===== src/rtl/pipeline_pkg.sv =====
// rtl/pipeline_pkg.sv - shared pipeline types and widths
package pipeline_pkg;
    localparam int REG_IDX_W = 5;
    localparam int XLEN      = 64;

    typedef enum logic [1:0] {
        RUN      = 2'd0,
        FLUSH    = 2'd1,
        MEM_WAIT = 2'd2
    } hz_state_t;
endpackage


===== src/rtl/raw_hazard_detect.sv =====
// rtl/raw_hazard_detect.sv - ID source vs EX/MEM/WB destination scoreboard compare
module raw_hazard_detect
    import pipeline_pkg::*;
(
    input  logic [REG_IDX_W-1:0] id_rs1,
    input  logic [REG_IDX_W-1:0] id_rs2,
    input  logic                 id_use_rs1,
    input  logic                 id_use_rs2,
    input  logic [REG_IDX_W-1:0] ex_rd,
    input  logic                 ex_reg_write,
    input  logic [REG_IDX_W-1:0] mem_rd,
    input  logic                 mem_reg_write,
    input  logic [REG_IDX_W-1:0] wb_rd,
    input  logic                 wb_reg_write,
    output logic                 raw
);
    logic rs1_hit;
    logic rs2_hit;

    // x0 is hardwired zero, so a source of 0 can never depend on an older write
    assign rs1_hit = id_use_rs1 && (id_rs1 != '0) &&
                     ((ex_reg_write  && (ex_rd  == id_rs1)) ||
                      (mem_reg_write && (mem_rd == id_rs1)) ||
                      (wb_reg_write  && (wb_rd  == id_rs1)));

    assign rs2_hit = id_use_rs2 && (id_rs2 != '0) &&
                     ((ex_reg_write  && (ex_rd  == id_rs2)) ||
                      (mem_reg_write && (mem_rd == id_rs2)) ||
                      (wb_reg_write  && (wb_rd  == id_rs2)));

    assign raw = rs1_hit || rs2_hit;
endmodule


===== src/rtl/pipeline_hazard_ctrl.sv =====
// rtl/pipeline_hazard_ctrl.sv - stall/flush scheduler for the 5-stage pipeline
module pipeline_hazard_ctrl
    import pipeline_pkg::*;
#(
    parameter int FLUSH_CYCLES = 2,
    parameter int CNT_W        = 32
) (
    input  logic                 i_clk,
    input  logic                 i_rst,
    input  logic [REG_IDX_W-1:0] i_id_rs1,
    input  logic [REG_IDX_W-1:0] i_id_rs2,
    input  logic                 i_id_use_rs1,
    input  logic                 i_id_use_rs2,
    input  logic [REG_IDX_W-1:0] i_ex_rd,
    input  logic                 i_ex_reg_write,
    input  logic [REG_IDX_W-1:0] i_mem_rd,
    input  logic                 i_mem_reg_write,
    input  logic [REG_IDX_W-1:0] i_wb_rd,
    input  logic                 i_wb_reg_write,
    input  logic                 i_mem_branch_taken,
    input  logic [XLEN-1:0]      i_mem_jmp_addr,
    input  logic                 i_dmem_req,
    input  logic                 i_dmem_ready,
    output logic                 o_stall_if,
    output logic                 o_stall_id,
    output logic                 o_stall_ex,
    output logic                 o_stall_mem,
    output logic                 o_bubble_ex,
    output logic                 o_flush,
    output logic                 o_pc_sel,
    output logic [XLEN-1:0]      o_pc_target,
    output logic [1:0]           o_state,
    output logic [CNT_W-1:0]     o_stall_cnt,
    output logic [CNT_W-1:0]     o_flush_cnt
);
    localparam logic [2:0] FLUSH_RELOAD = 3'(FLUSH_CYCLES - 1);
    localparam bit         FLUSH_MULTI  = (FLUSH_CYCLES > 1);

    hz_state_t        state_q, state_d;
    logic [2:0]       flush_left_q, flush_left_d;
    logic [XLEN-1:0]  target_q;
    logic [CNT_W-1:0] stall_cnt_q, flush_cnt_q;

    logic raw;
    logic mem_wait;
    logic stall_all_c, stall_raw_c, flush_c, redirect_c;
    logic redirect;

    raw_hazard_detect u_raw (
        .id_rs1        (i_id_rs1),
        .id_rs2        (i_id_rs2),
        .id_use_rs1    (i_id_use_rs1),
        .id_use_rs2    (i_id_use_rs2),
        .ex_rd         (i_ex_rd),
        .ex_reg_write  (i_ex_reg_write),
        .mem_rd        (i_mem_rd),
        .mem_reg_write (i_mem_reg_write),
        .wb_rd         (i_wb_rd),
        .wb_reg_write  (i_wb_reg_write),
        .raw           (raw)
    );

    assign mem_wait = i_dmem_req && !i_dmem_ready;

    // Next-state and same-cycle control decode: memory wait > branch > RAW
    always_comb begin
        state_d      = state_q;
        flush_left_d = flush_left_q;
        stall_all_c  = 1'b0;
        stall_raw_c  = 1'b0;
        flush_c      = 1'b0;
        redirect_c   = 1'b0;
        case (state_q)
            RUN: begin
                if (mem_wait) begin
                    stall_all_c = 1'b1;
                    state_d     = MEM_WAIT;
                end else if (i_mem_branch_taken) begin
                    redirect_c = 1'b1;
                end else if (raw) begin
                    stall_raw_c = 1'b1;
                end
            end
            FLUSH: begin
                // Counter holds during a memory wait; RAW is moot since ID is squashed
                if (mem_wait) begin
                    stall_all_c = 1'b1;
                end else if (i_mem_branch_taken) begin
                    redirect_c = 1'b1;
                end else begin
                    flush_c      = 1'b1;
                    flush_left_d = flush_left_q - 3'd1;
                    if (flush_left_q <= 3'd1) begin
                        state_d = RUN;
                    end
                end
            end
            MEM_WAIT: begin
                // The branch held in MEM is re-seen once we are back in RUN
                if (i_dmem_ready) begin
                    state_d = RUN;
                end else begin
                    stall_all_c = 1'b1;
                end
            end
            default: begin
                state_d = RUN;
            end
        endcase
        if (redirect_c) begin
            flush_c = 1'b1;
            if (FLUSH_MULTI) begin
                state_d      = FLUSH;
                flush_left_d = FLUSH_RELOAD;
            end else begin
                state_d = RUN;
            end
        end
    end

    assign redirect    = redirect_c && !i_rst;
    assign o_stall_if  = !i_rst && (stall_all_c || stall_raw_c);
    assign o_stall_id  = !i_rst && (stall_all_c || stall_raw_c);
    assign o_stall_ex  = !i_rst && stall_all_c;
    assign o_stall_mem = !i_rst && stall_all_c;
    assign o_bubble_ex = !i_rst && stall_raw_c;
    assign o_flush     = !i_rst && flush_c;
    assign o_pc_sel    = redirect;
    assign o_pc_target = redirect ? i_mem_jmp_addr : target_q;
    assign o_state     = state_q;
    assign o_stall_cnt = stall_cnt_q;
    assign o_flush_cnt = flush_cnt_q;

    // State, flush countdown, latched redirect target and performance counters
    always_ff @(posedge i_clk) begin
        if (i_rst) begin
            state_q      <= RUN;
            flush_left_q <= '0;
            target_q     <= '0;
            stall_cnt_q  <= '0;
            flush_cnt_q  <= '0;
        end else begin
            state_q      <= state_d;
            flush_left_q <= flush_left_d;
            if (redirect) begin
                target_q    <= i_mem_jmp_addr;
                flush_cnt_q <= flush_cnt_q + CNT_W'(1);
            end
            if (o_stall_id) begin
                stall_cnt_q <= stall_cnt_q + CNT_W'(1);
            end
        end
    end
endmodule


===== config.mk =====
export PLATFORM = sky130hd
export DESIGN_NAME = pipeline_hazard_ctrl
export DESIGN_NICKNAME = d
export VERILOG_FILES = /design/src/rtl/pipeline_pkg.sv /design/src/rtl/raw_hazard_detect.sv /design/src/rtl/pipeline_hazard_ctrl.sv
export SDC_FILE = /design/constraint.sdc
export NUM_CORES = 1
export LEC_CHECK = 0
export CAP_MARGIN = 20
export CORE_AREA = 2 2 139 141
export CTS_CLUSTER_SIZE = 24
export DETAILED_ROUTE_END_ITERATION = 7
export DIE_AREA = 0 0 141 143
export PLACE_DENSITY_LB_ADDON = 0.12
export SYNTH_ARGS = -nofsm -noshare
export SYNTH_HDL_FRONTEND = slang
export SYNTH_SLANG_ARGS = --single-unit

===== constraint.sdc =====
create_clock -name i_clk -period 4 [get_ports i_clk]
set_clock_uncertainty 0.1 [all_clocks]
set_input_delay 1.2 -clock i_clk [delete_from_list [all_inputs] [get_ports i_clk]]
set_output_delay 1.2 -clock i_clk [all_outputs]
set_load 0.01 [all_outputs]

Word-level counts from Yosys, hierarchy flattened
Cells that the tools add are included.
Operators by class
  multipliers: 0
  reduce and logical (&&, ||, !) cells: 34
  divide/modulo/power cells: 0
  $lt $le $gt $ge: 1
  equal/unequal tests: 20
  add/subtract/negate cells: 3
  bitwise gates (word level): 2
  multiplexer cells: 26
  shift-type cells: 0
Operators by type and width (number)
  $add A32 B1 Y32 const B: 2
  $mux W64: 1
  $eq A5 B5 Y1: 6
  $mux W1: 18
  $logic_and A1 B1 Y1: 16
  $ne A3 B3 Y1 const B: 5
  $mux W2: 5
  $ne A2 B2 Y1 const B: 5
  $reduce_and A5 Y1: 2
  $reduce_bool A5 Y1: 2
  $logic_or A1 B1 Y1: 6
  $pmux W2 S3: 1
  $reduce_and A3 Y1: 2
  $ne A2 B1 Y1 const B: 2
  $reduce_or A2 Y1: 2
  $le A3 B1 Y1 const B: 1
  $sub A3 B1 Y3 const B: 1
  $eq A2 B1 Y1 const B: 1
  $eq A2 B2 Y1 const B: 1
  $logic_not A1 Y1: 2
  $logic_not A2 Y1: 1
  $not A1 Y1: 2
  $pmux W1 S2: 1
  $reduce_bool A2 Y1: 1
Storage, ports and cells
  register bits after elaboration: 133
  bits in read-only memories: 0
  memories: 0
  logic and storage cells: 93
  bits in writable memories: 0
  bits of input ports: 99
  bits in latches: 0
  output and inout bits: 137

Depth between registers and ports, before layout
Gate-level depths: netlist (run 1).
  depth after elaboration: 12
  mapped depth: 8
  depth with buffers taken out: 7

Hierarchy
Synthesis (run 1) repeated with hierarchy kept, for this count alone.
Unflattened totals
  cells, all modules: 797
  area total of the unflattened synthesis: 6231.0 um^2
By module, submodules not included
  pipeline_hazard_ctrl: area each 5856.9 um^2, sequential area each 2662.6 um^2, cells an instance 748, instances 1
  raw_hazard_detect: area each 374.1 um^2, sequential area each 0.0 um^2, cells an instance 49, instances 1

Least setup slack after synthesis (run 1)
OpenSTA, ideal clock, no wires.
  path type: input-to-output
  start point: input i_dmem_req
  end point: output o_pc_target[54]
  buffers on the path: 3
  cell stages on the path: 6
  arrival time: 2543 ps
  required time: 2700 ps
  setup slack: 157 ps
  cells stage by stage: nor2b_1 clkbuf_1 nor3_1 buf_2 buf_2 mux2_2
On the way
  cells in the longest elaborated chain, start to end: 5
Ends and longest elaborated chain
  start, declared: line pipeline_hazard_ctrl.sv:22  | input logic i_dmem_req,
  $logic_and A1 B1 Y1: line pipeline_hazard_ctrl.sv:63  | assign mem_wait = i_dmem_req && !i_dmem_ready;
  $mux W1: line pipeline_hazard_ctrl.sv:86  | if (mem_wait) begin
  $mux W1
  $logic_and A1 B1 Y1: line pipeline_hazard_ctrl.sv:121  | assign redirect = redirect_c && !i_rst;
  named net o_pc_sel: line pipeline_hazard_ctrl.sv:30  | output logic o_pc_sel,
  $mux W64
  end, declared: line pipeline_hazard_ctrl.sv:31  | output logic [XLEN-1:0] o_pc_target,
The timed path passes the listed nets, and every way through them passes these cells.

Final worst setup path (run 1)
  start point: input i_wb_rd[3]
  end point: output o_bubble_ex
On the way
  cells in the longest elaborated chain, start to end: 10
  elaborated cells on any way between the ends: 14
  classes of those cells: eq/ne: 2; mux: 4; reduce/logical: 8
Ends and longest elaborated chain
  start, declared: line pipeline_hazard_ctrl.sv:18  | input logic [REG_IDX_W-1:0] i_wb_rd,
  $eq A5 B5 Y1, on equally long branches: line raw_hazard_detect.sv:24, raw_hazard_detect.sv:29
  $logic_and A1 B1 Y1, on equally long branches: line raw_hazard_detect.sv:24, raw_hazard_detect.sv:29
  $logic_or A1 B1 Y1, on equally long branches: line raw_hazard_detect.sv:23, raw_hazard_detect.sv:28
  $logic_and A1 B1 Y1, on equally long branches: line raw_hazard_detect.sv:21, raw_hazard_detect.sv:26
  $logic_or A1 B1 Y1 (*): line raw_hazard_detect.sv:31  | assign raw = rs1_hit || rs2_hit;
  $mux W1 (*): line pipeline_hazard_ctrl.sv:80  | end else if (raw) begin
  $mux W1 (*): line pipeline_hazard_ctrl.sv:78  | end else if (i_mem_branch_taken) begin
  $mux W1 (*): line pipeline_hazard_ctrl.sv:75  | if (mem_wait) begin
  $mux W1 (*): line pipeline_hazard_ctrl.sv:73  | case (state_q)
  $logic_and A1 B1 Y1 (*): line pipeline_hazard_ctrl.sv:126  | assign o_bubble_ex = !i_rst && stall_raw_c;
  end, declared: line pipeline_hazard_ctrl.sv:28  | output logic o_bubble_ex,
Mark *: on every way between the ends. The rest lies on a longest branch, timed or not.

==> results of run 1 <==
flip-flops by register name (all words and copies together), names as in the netlist:
name,flops
o_stall_cnt,32
target_q,64
flush_left_q,3
o_state,2
o_flush_cnt,32
cell families (layout without fill, tap and decap cells):
| logic type | count (synthesis) | count (layout) | share of synthesized area |
|---|---|---|---|
| DFF | 133 | 133 | 0.415 |
| adders and majority gates | 3 | 3 | 0.00585 |
| and+or+nand+nor | 284 | 284 | 0.245 |
| xor gates and xnor gates | 61 | 61 | 0.0832 |
| AOI/OAI and AO/OA | 46 | 46 | 0.0491 |
| muxes | 95 | 95 | 0.166 |
| buffers and inverters | 51 | 393 | 0.0370 |
power by group:
group | total [mW] | switching (mW) | internal [mW]
clock network | 1.46 | 0.628 | 0.830
registers | 1.37 | 0.0133 | 1.36
logic | 0.505 | 0.209 | 0.297
total | 3.34 | 0.851 | 2.49
timing repair:
action | CTS | global route
pin swaps | 17 | 14
endpoints found under the setup margin | 71 | 61
buffers inserted | 79 | 3
cloned | 4 | 1
gates resized for setup | 224 | 80
cells in the mapped netlist (all sizes together) (2+ instances only):
library cell	n
or4	4
and4	5
nand2	18
buf	20
xor2	45
o31ai	3
a21oi	3
nor2b	92
a31oi	28
xnor2	16
nand4	24
or3	4
nand2b	6
nand3	25
o21ai	2
and2	3
clkbuf	23
ha	3
mux2i	5
inv	8
a31o	2
nor4	12
dfxtp	133
nor2	70
mux2	90
o211ai	2
nor3	6
and3	12
worst reg2reg max path: stages, from the launching register on:
cell and delay [ns]:
dfxtp_1 0.40, or3_4 0.41, nor3_4 0.26, o211ai_1 0.17
buf_4 0.17, buf_4 0.12, buf_4 0.12, buf_4 0.12
buf_4 0.12, buf_4 0.12, buf_4 0.12, buf_4 0.12
buf_4 0.12, buf_4 0.12, buf_4 0.14, a31oi_4 0.23
o311a_1 0.19, mux2i_1 0.18
layout make-up:
class / count / area (µm²) / area share
clock buffer: 19 / 453 / 0.0434
clock inverter: 13 / 96.3 / 0.00922
inverter: 8 / 30.0 / 0.00287
multi-input combinational: 489 / 3670 / 0.352
sequential: 133 / 2660 / 0.255
tap: 234 / 293 / 0.0280
timing repair buffer: 353 / 3240 / 0.310
layer usage:
metal | part of all wire | routed length, µm
met4 | 0.033 | 671
met5 | 0 | 0
met3 | 0.054 | 1110
met1 | 0.41 | 8390
met2 | 0.50 | 10200
metrics by stage:
stage	power, mW	worst slack (ns)	util	cells
3_5_place_dp	1.87	-0.643	0.492	1133
2_1_floorplan	1.60	0.157	-	673
3_3_place_gp	1.87	-0.602	0.492	1133
6_report	3.34	0.0517	0.562	1249
4_1_cts	3.35	-0.0592	0.557	1248
5_1_grt	3.47	-0.0283	0.562	1249
worst min path at each step:
stage | start | to | depth (start not counted)
final | flush_left_q[0] | flush_left_q[0] | 1
after global routing | flush_left_q[0] | flush_left_q[0] | 1
after CTS | flush_left_q[0] | flush_left_q[0] | 1
after detailed placement | flush_left_q[0] | flush_left_q[0] | 1
after global placement | flush_left_q[0] | flush_left_q[0] | 1
after floorplan | flush_left_q[0] | flush_left_q[0] | 1
==> flow_metrics.py, run 1 <==
metrics = {
    "synth": {
        "synth_area_mm2": 0.00642,
        "syn-num-nets": 775,
        "ys_seq_area_frac": 0.415,
        "yosys_warnings": 0,
        "yosys.area.top_type": "dfxtp_1",
        "synth_top_area_frac": 0.415,
        "synthFlopType": "dfxtp_1",
        "synth_seq_cells": 133,
        "synth_cells": 673,
        "postSynthAreaPerCell_um2": 9.54,
        "synth_edf_count": 0,
        "synth.distinct_cells": 44,
        "synth_area_leaders": "dfxtp_1, mux2_2, nor2b_1",
        "postSynth.asyncResetShare": 0,
    },
    "worst_setup_path": {
        "critical_path.cell_chain": "dlygate4sd2_1 -> xor2_1 -> nor4_1 -> nand3_1 -> a31o_4 -> nand2_1 -> buf_6",
        "cpPeakStageDelay_ns": 0.32,
        "r2r_end": "o_stall_cnt[4]",
        "r2r_slack_ns": 0.61,
        "endpoint": "o_bubble_ex",
        "r2r_start": "o_state[1]",
        "start_kind": "primary input",
        "worst-r2r-cell-count": 17,
        "crit_required_ns": 2.70,
        "cp_data_arrival_time_ns": 2.65,
        "cp_slowest_cell": "nor4_1",
        "crit_start": "i_wb_rd[3]",
        "cpLargestDelayFamily": "simple AND/OR/NAND/NOR gates",
        "path_depth": 7,
        "worst-path-buf-inv": 2,
        "worstSetupEndpointType": "output pin",
        "crit_fanout": 3,
        "critPathKind": "primary input to output pin",
    },
    "cells_and_area": {
        "n_fill_cell": 1605,
        "antenna_cells": 0,
        "stdcell_area_mm2": 0.0104,
        "areaGrowthSynthToFinish_pct": 62.6,
        "layout-drive-gt1-share": 0.305,
        "most-common-layout-cells": "clkdlybuf4s50_1, dfxtp_1, buf_4",
        "final_common_cell": "clkdlybuf4s50_1",
        "nets": 1104,
    },
    "grt": {
        "grt_pass1_vias": 6166,
        "met1_usage": 0.226,
        "antenna_found_initial": 0,
        "grt_use_met2": 0.335,
        "grt_max_degree": 78,
        "top_usage_layer": "met2",
        "met3_usage": 0.0570,
        "overflow": 0,
        "grtUsageTotal": 0.198,
        "grt_pass1_wl_mm": 31.7,
    },
    "floorplanning": {
        "initial_core_util": 0.346,
        "core_region_area_mm2": 0.0186,
        "die-area_mm2": 0.0202,
        "std_cell_rows": 50,
        "fp.dieH_um": 143,
        "die_w_um": 141,
        "io_pins": 236,
    },
    "timing": {
        "maxSlewViolCount": 0,
        "fmax_ghz": 0.253,
        "slew_headroom": 0.467,
        "finalHoldViolCount": 0,
        "hold_ws_ns": 0.366,
        "tightest_slew_ns": 0.799,
        "period_share": 0.987,
        "fin_crit_ns": 3.95,
        "rsz0062_at_grt": "true",
        "setup_tns_ns": 0,
        "report.final.setup_viol": 0,
    },
    "detailed_routing": {
        "first_iter_violations": 255,
        "num_vias": 6186,
        "wirelength_mm": 20.4,
        "postRouteAntennaNets": 0,
        "dr.pass1.iters": 4,
        "avgRoutedWirePerCell_um": 16.3,
        "drc_errors": 0,
        "vias_per_cell": 4.95,
    },
    "run": {
        "cap_violations": 0,
    },
    "clock_tree": {
        "clk_pin_slew_ns": 0.06,
        "clk_latency_ns": 0.43,
        "cts_root_buf": "clkbuf_16",
        "hold_buffers": 0,
        "cts_buffers": 17,
        "clockBufferDepth": 2,
        "cts_tree": "yes",
        "cts-htree-levels": 4,
        "clock-sinks": 133,
    },
    "place": {
        "port_buffers": 235,
        "hpwl_mm": 13.1,
        "gp_congestion": 0.860,
        "dpl_cell_area_mm2": 0.00914,
    },
    "power": {
        "p_per_area_mw_per_mm2": 319,
        "p_leak_nw": 4.26,
        "ir_worst_vdd_v": 0.000286,
    },
    "min_path": {
        "hold_path.class": "flop to flop",
    },
    "outcome": {
        "run_status": "finished clean",
    },
}
Note: power is estimated with default switching activity, not from simulation.
==> inputs of run 2 (changes only) <==
--- a/config.mk
+++ b/config.mk
@@ -6,11 +6,12 @@
 export NUM_CORES = 1
 export LEC_CHECK = 0
 export CAP_MARGIN = 20
-export CORE_AREA = 2 2 139 141
+export CORE_AREA = 2 2 146 134
 export CTS_CLUSTER_SIZE = 24
 export DETAILED_ROUTE_END_ITERATION = 7
-export DIE_AREA = 0 0 141 143
+export DIE_AREA = 0 0 148 136
 export PLACE_DENSITY_LB_ADDON = 0.12
+export SKIP_CTS_REPAIR_TIMING = 1
 export SYNTH_ARGS = -nofsm -noshare
 export SYNTH_HDL_FRONTEND = slang
 export SYNTH_SLANG_ARGS = --single-unit
==> flow_metrics.py, run 2 (synthesis gave the netlist of run 1 again) <==
metrics = {
    "outcome": {
        "run_status": "finished clean",
    },
    "power": {
        "power.total_mw": 3.50,
        "ir_worst_vdd_v": 0.000270,
        "p_leak_nw": 4.93,
        "p_per_area_mw_per_mm2": 339,
    },
    "detailed_routing": {
        "wirelength_mm": 19.4,
        "num_vias": 5885,
        "drc_errors": 0,
        "first_iter_violations": 244,
        "vias_per_cell": 4.90,
        "dr.pass1.iters": 4,
        "postRouteAntennaNets": 0,
        "avgRoutedWirePerCell_um": 16.2,
    },
    "cells_and_area": {
        "stdcell_area_mm2": 0.0103,
        "largest-register": "target_q",
        "largest_reg_flops": 64,
        "layout-drive-gt1-share": 0.215,
        "areaGrowthSynthToFinish_pct": 60.4,
        "nets": 1037,
        "final_common_cell": "clkdlybuf4s50_1",
        "register_area_mm2": 0.00266,
        "most-common-layout-cells": "clkdlybuf4s50_1, dfxtp_1, nor2b_1",
        "n_fill_cell": 1646,
        "multi_input_area_mm2": 0.00364,
    },
    "grt": {
        "grt_pass1_wl_mm": 29.2,
        "overflow": 0,
        "grt_max_degree": 94,
        "grtUsageTotal": 0.181,
        "antenna_found_initial": 4,
        "grt_pass1_vias": 5768,
    },
    "timing": {
        "fmax_ghz": 0.253,
        "hold_ws_ns": 0.385,
        "slew_headroom": 0.378,
        "setup_slack_ns": 0.0457,
        "fin_crit_ns": 3.95,
        "finalHoldViolCount": 0,
        "period_share": 0.989,
        "maxSlewViolCount": 0,
        "setup_tns_ns": 0,
        "report.final.setup_viol": 0,
        "tightest_slew_ns": 0.933,
    },
    "clock_tree": {
        "cts_tree": "yes",
        "clk_latency_ns": 0.42,
        "clk_pin_slew_ns": 0.06,
        "clockBufferDepth": 2,
        "cts_buffers": 17,
        "cts-htree-levels": 4,
        "clock-sinks": 133,
        "cts_root_buf": "clkbuf_16",
    },
    "floorplanning": {
        "core_region_area_mm2": 0.0187,
        "die_w_um": 148,
        "die-area_mm2": 0.0201,
        "fp.dieH_um": 136,
        "io_pins": 236,
        "std_cell_rows": 48,
        "initial_core_util": 0.343,
    },
    "worst_setup_path": {
        "worst-path-buf-inv": 6,
        "crit_fanout": 6,
        "start_kind": "primary input",
        "cp_slowest_cell": "mux2_4",
        "crit_required_ns": 2.70,
        "cpPeakStageDelay_ns": 0.32,
        "worstSetupEndpointType": "output pin",
        "cpLargestDelayFamily": "buffers and inverters",
        "critical_path.cell_chain": "dlymetal6s2s_1 -> nor2b_4 -> nor3_2 -> buf_6 -> buf_6 -> buf_6 -> clkbuf_16 -> mux2_4 -> buf_6",
        "critPathKind": "primary input to output pin",
        "crit_top_cell": "buf_6",
        "cp_data_arrival_time_ns": 2.65,
    },
    "place": {
        "dpl_cell_area_mm2": 0.00919,
        "dp_slack_ns": -0.601,
        "gp_congestion": 0.975,
        "hpwl_mm": 13.4,
        "port_buffers": 235,
    },
    "min_path": {
        "hold_path.class": "flop to flop",
    },
    "run": {
        "cap_violations": 0,
    },
}
-- run 2: layout make-up --
type	instances	share of cell area
Antenna cell	4	0.000972
Clock buffer	21	0.0447
Clock inverter	11	0.0145
Inverter	8	0.00292
Multi-Input combinational cell	489	0.353
Sequential cell	133	0.259
Tap cell	250	0.0304
Timing Repair Buffer	286	0.295
-- run 2: worst paths after layout --
path	start	endpoint	slack, ns	cells after the start
max	i_dmem_req	o_pc_target[29]	0.05	9
min	o_state[0]	o_state[1]	0.39	1
max reg2reg	o_stall_cnt[0]	o_stall_cnt[28]	1.33	7
min reg2reg	o_state[0]	o_state[1]	0.39	1
-- run 2: layer usage --
layer / track usage / part of all wire
met5: 0 / 0
met4: 0.0725 / 0.027
met3: 0.0493 / 0.051
met2: 0.311 / 0.50
met1: 0.214 / 0.42
-- run 2: report_power, final --
part           internal, mW  total (mW)  switching [mW]
clock                  1.02        1.62           0.604
combinational         0.299       0.502           0.203
sequential             1.36        1.37          0.0135
total                  2.68        3.50           0.820
-- run 2: stage by stage --
stage | std cells | utilization
floorplan | 673 | -
finish | 1202 | 0.550
global route | 1201 | 0.549
global placement | 1151 | 0.490
detailed placement | 1151 | 0.490
CTS | 1183 | 0.523
==> inputs of run 3 (changes only) <==
--- a/config.mk
+++ b/config.mk
@@ -7,6 +7,7 @@
 export LEC_CHECK = 0
 export CAP_MARGIN = 20
 export CORE_AREA = 2 2 146 134
+export CTS_BUF_LIST = sky130_fd_sc_hd__clkbuf_8
 export CTS_CLUSTER_SIZE = 24
 export DETAILED_ROUTE_END_ITERATION = 7
 export DIE_AREA = 0 0 148 136
==> flow_metrics.py, run 3 (synthesis gave the netlist of run 1 again) <==
metrics = {
    "detailed_routing": {
        "vias_per_cell": 4.87,
        "num_vias": 5854,
        "avgRoutedWirePerCell_um": 16.0,
        "dr.pass1.iters": 4,
        "first_iter_violations": 267,
        "wirelength_mm": 19.2,
        "drc_errors": 0,
        "postRouteAntennaNets": 0,
    },
    "worst_setup_path": {
        "cp_data_arrival_time_ns": 2.64,
        "cpPeakStageDelay_ns": 0.35,
        "worstSetupEndpointType": "output pin",
        "worst-path-buf-inv": 5,
        "critical_path.cell_chain": "dlymetal6s2s_1 -> nor2b_4 -> nor3_2 -> buf_6 -> buf_6 -> clkbuf_16 -> mux2_2 -> dlymetal6s2s_1",
        "start_kind": "primary input",
        "cpLargestDelayFamily": "buffers and inverters",
        "cp_slowest_cell": "mux2_2",
        "crit_fanout": 10,
        "crit_required_ns": 2.70,
        "critPathKind": "primary input to output pin",
    },
    "cells_and_area": {
        "stdcell_area_mm2": 0.0101,
        "nets": 1037,
        "largest-register": "target_q",
        "final_common_cell": "clkdlybuf4s50_1",
        "areaGrowthSynthToFinish_pct": 56.6,
        "final-instance-count-excl-fill": 1202,
        "largest_reg_flops": 64,
        "final_util": 0.537,
        "layout-drive-gt1-share": 0.216,
        "most-common-layout-cells": "clkdlybuf4s50_1, dfxtp_1, nor2b_1",
    },
    "clock_tree": {
        "clk_pin_slew_ns": 0.07,
        "clockBufferDepth": 2,
        "clock-sinks": 133,
        "cts-htree-levels": 4,
        "cts_root_buf": "clkbuf_8",
        "clk_latency_ns": 0.43,
        "cts_buffers": 17,
        "cts_tree": "yes",
    },
    "floorplanning": {
        "die_w_um": 148,
        "fp.dieH_um": 136,
        "io_pins": 236,
        "std_cell_rows": 48,
        "initial_core_util": 0.343,
        "core_region_area_mm2": 0.0187,
        "die-area_mm2": 0.0201,
    },
    "timing": {
        "tightest_slew_ns": 0.927,
        "slew_headroom": 0.382,
        "hold_ws_ns": 0.389,
        "fmax_ghz": 0.254,
        "maxSlewViolCount": 0,
        "period_share": 0.986,
        "fin_crit_ns": 3.94,
        "report.final.setup_viol": 0,
        "setup_tns_ns": 0,
        "finalHoldViolCount": 0,
    },
    "place": {
        "dpl_cell_area_mm2": 0.00919,
        "gp_congestion": 0.975,
        "dp.cells": 1151,
        "hpwl_mm": 13.4,
        "port_buffers": 235,
    },
    "grt": {
        "grt_pass1_vias": 5737,
        "grt_max_degree": 94,
        "grtUsageTotal": 0.179,
        "grt_pass1_wl_mm": 29.0,
        "overflow": 0,
        "antenna_found_initial": 4,
    },
    "min_path": {
        "hold_path.class": "flop to flop",
    },
    "run": {
        "cap_violations": 0,
    },
    "power": {
        "p_per_area_mw_per_mm2": 304,
        "p_leak_nw": 4.82,
        "ir_worst_vdd_v": 0.000168,
    },
    "outcome": {
        "run_status": "finished clean",
    },
}
-- run 3: cell count changes in the layout (fill, tap and decap cells not counted), sizes merged --
cell,before,now
dlymetal6s2s,74,73
clkbuf,24,28
inv,10,12
buf,70,65
-- run 3: final timing paths --
path                        from               to  slack (ns)  cells after the start
setup reg to reg  o_stall_cnt[0]  o_stall_cnt[28]        1.33                      7
hold reg to reg       o_state[0]       o_state[1]        0.39                      1
hold / removal        o_state[0]       o_state[1]        0.39                      1
setup / recovery      i_dmem_req  o_pc_target[57]        0.06                      8
-- run 3: power by group --
group | internal (mW) | switching [mW]
Sequential | 1.36 | 0.0135
Clock | 0.649 | 0.539
Combinational | 0.293 | 0.201
-- run 3: layout make-up --
class,instances,area [µm²]
clock inverters,13,156
fillers,1675,8680
flip-flops and latches,133,2660
diodes,4,10.0
multi-input cells,489,3620
repair buffers,286,3000
clock buffers,19,262
well taps,250,313
inverters,8,30.0
-- run 3: per-layer routing --
metal	track usage	wire length, µm	up-vias
met1	0.212	7970	2812
li1	-	-	2863
met4	0.0571	435	0
met2	0.313	9710	151
met5	0	0	-
met3	0.0500	1060	28
-- run 3: metrics by stage --
step / power (mW) / worst slack (ns)
after floorplan: 1.60 / 0.157
after global placement: 1.87 / -0.553
after detailed placement: 1.88 / -0.601
after CTS: 3.08 / -0.607
after global routing: 3.20 / -0.00496
final: 3.05 / 0.0574
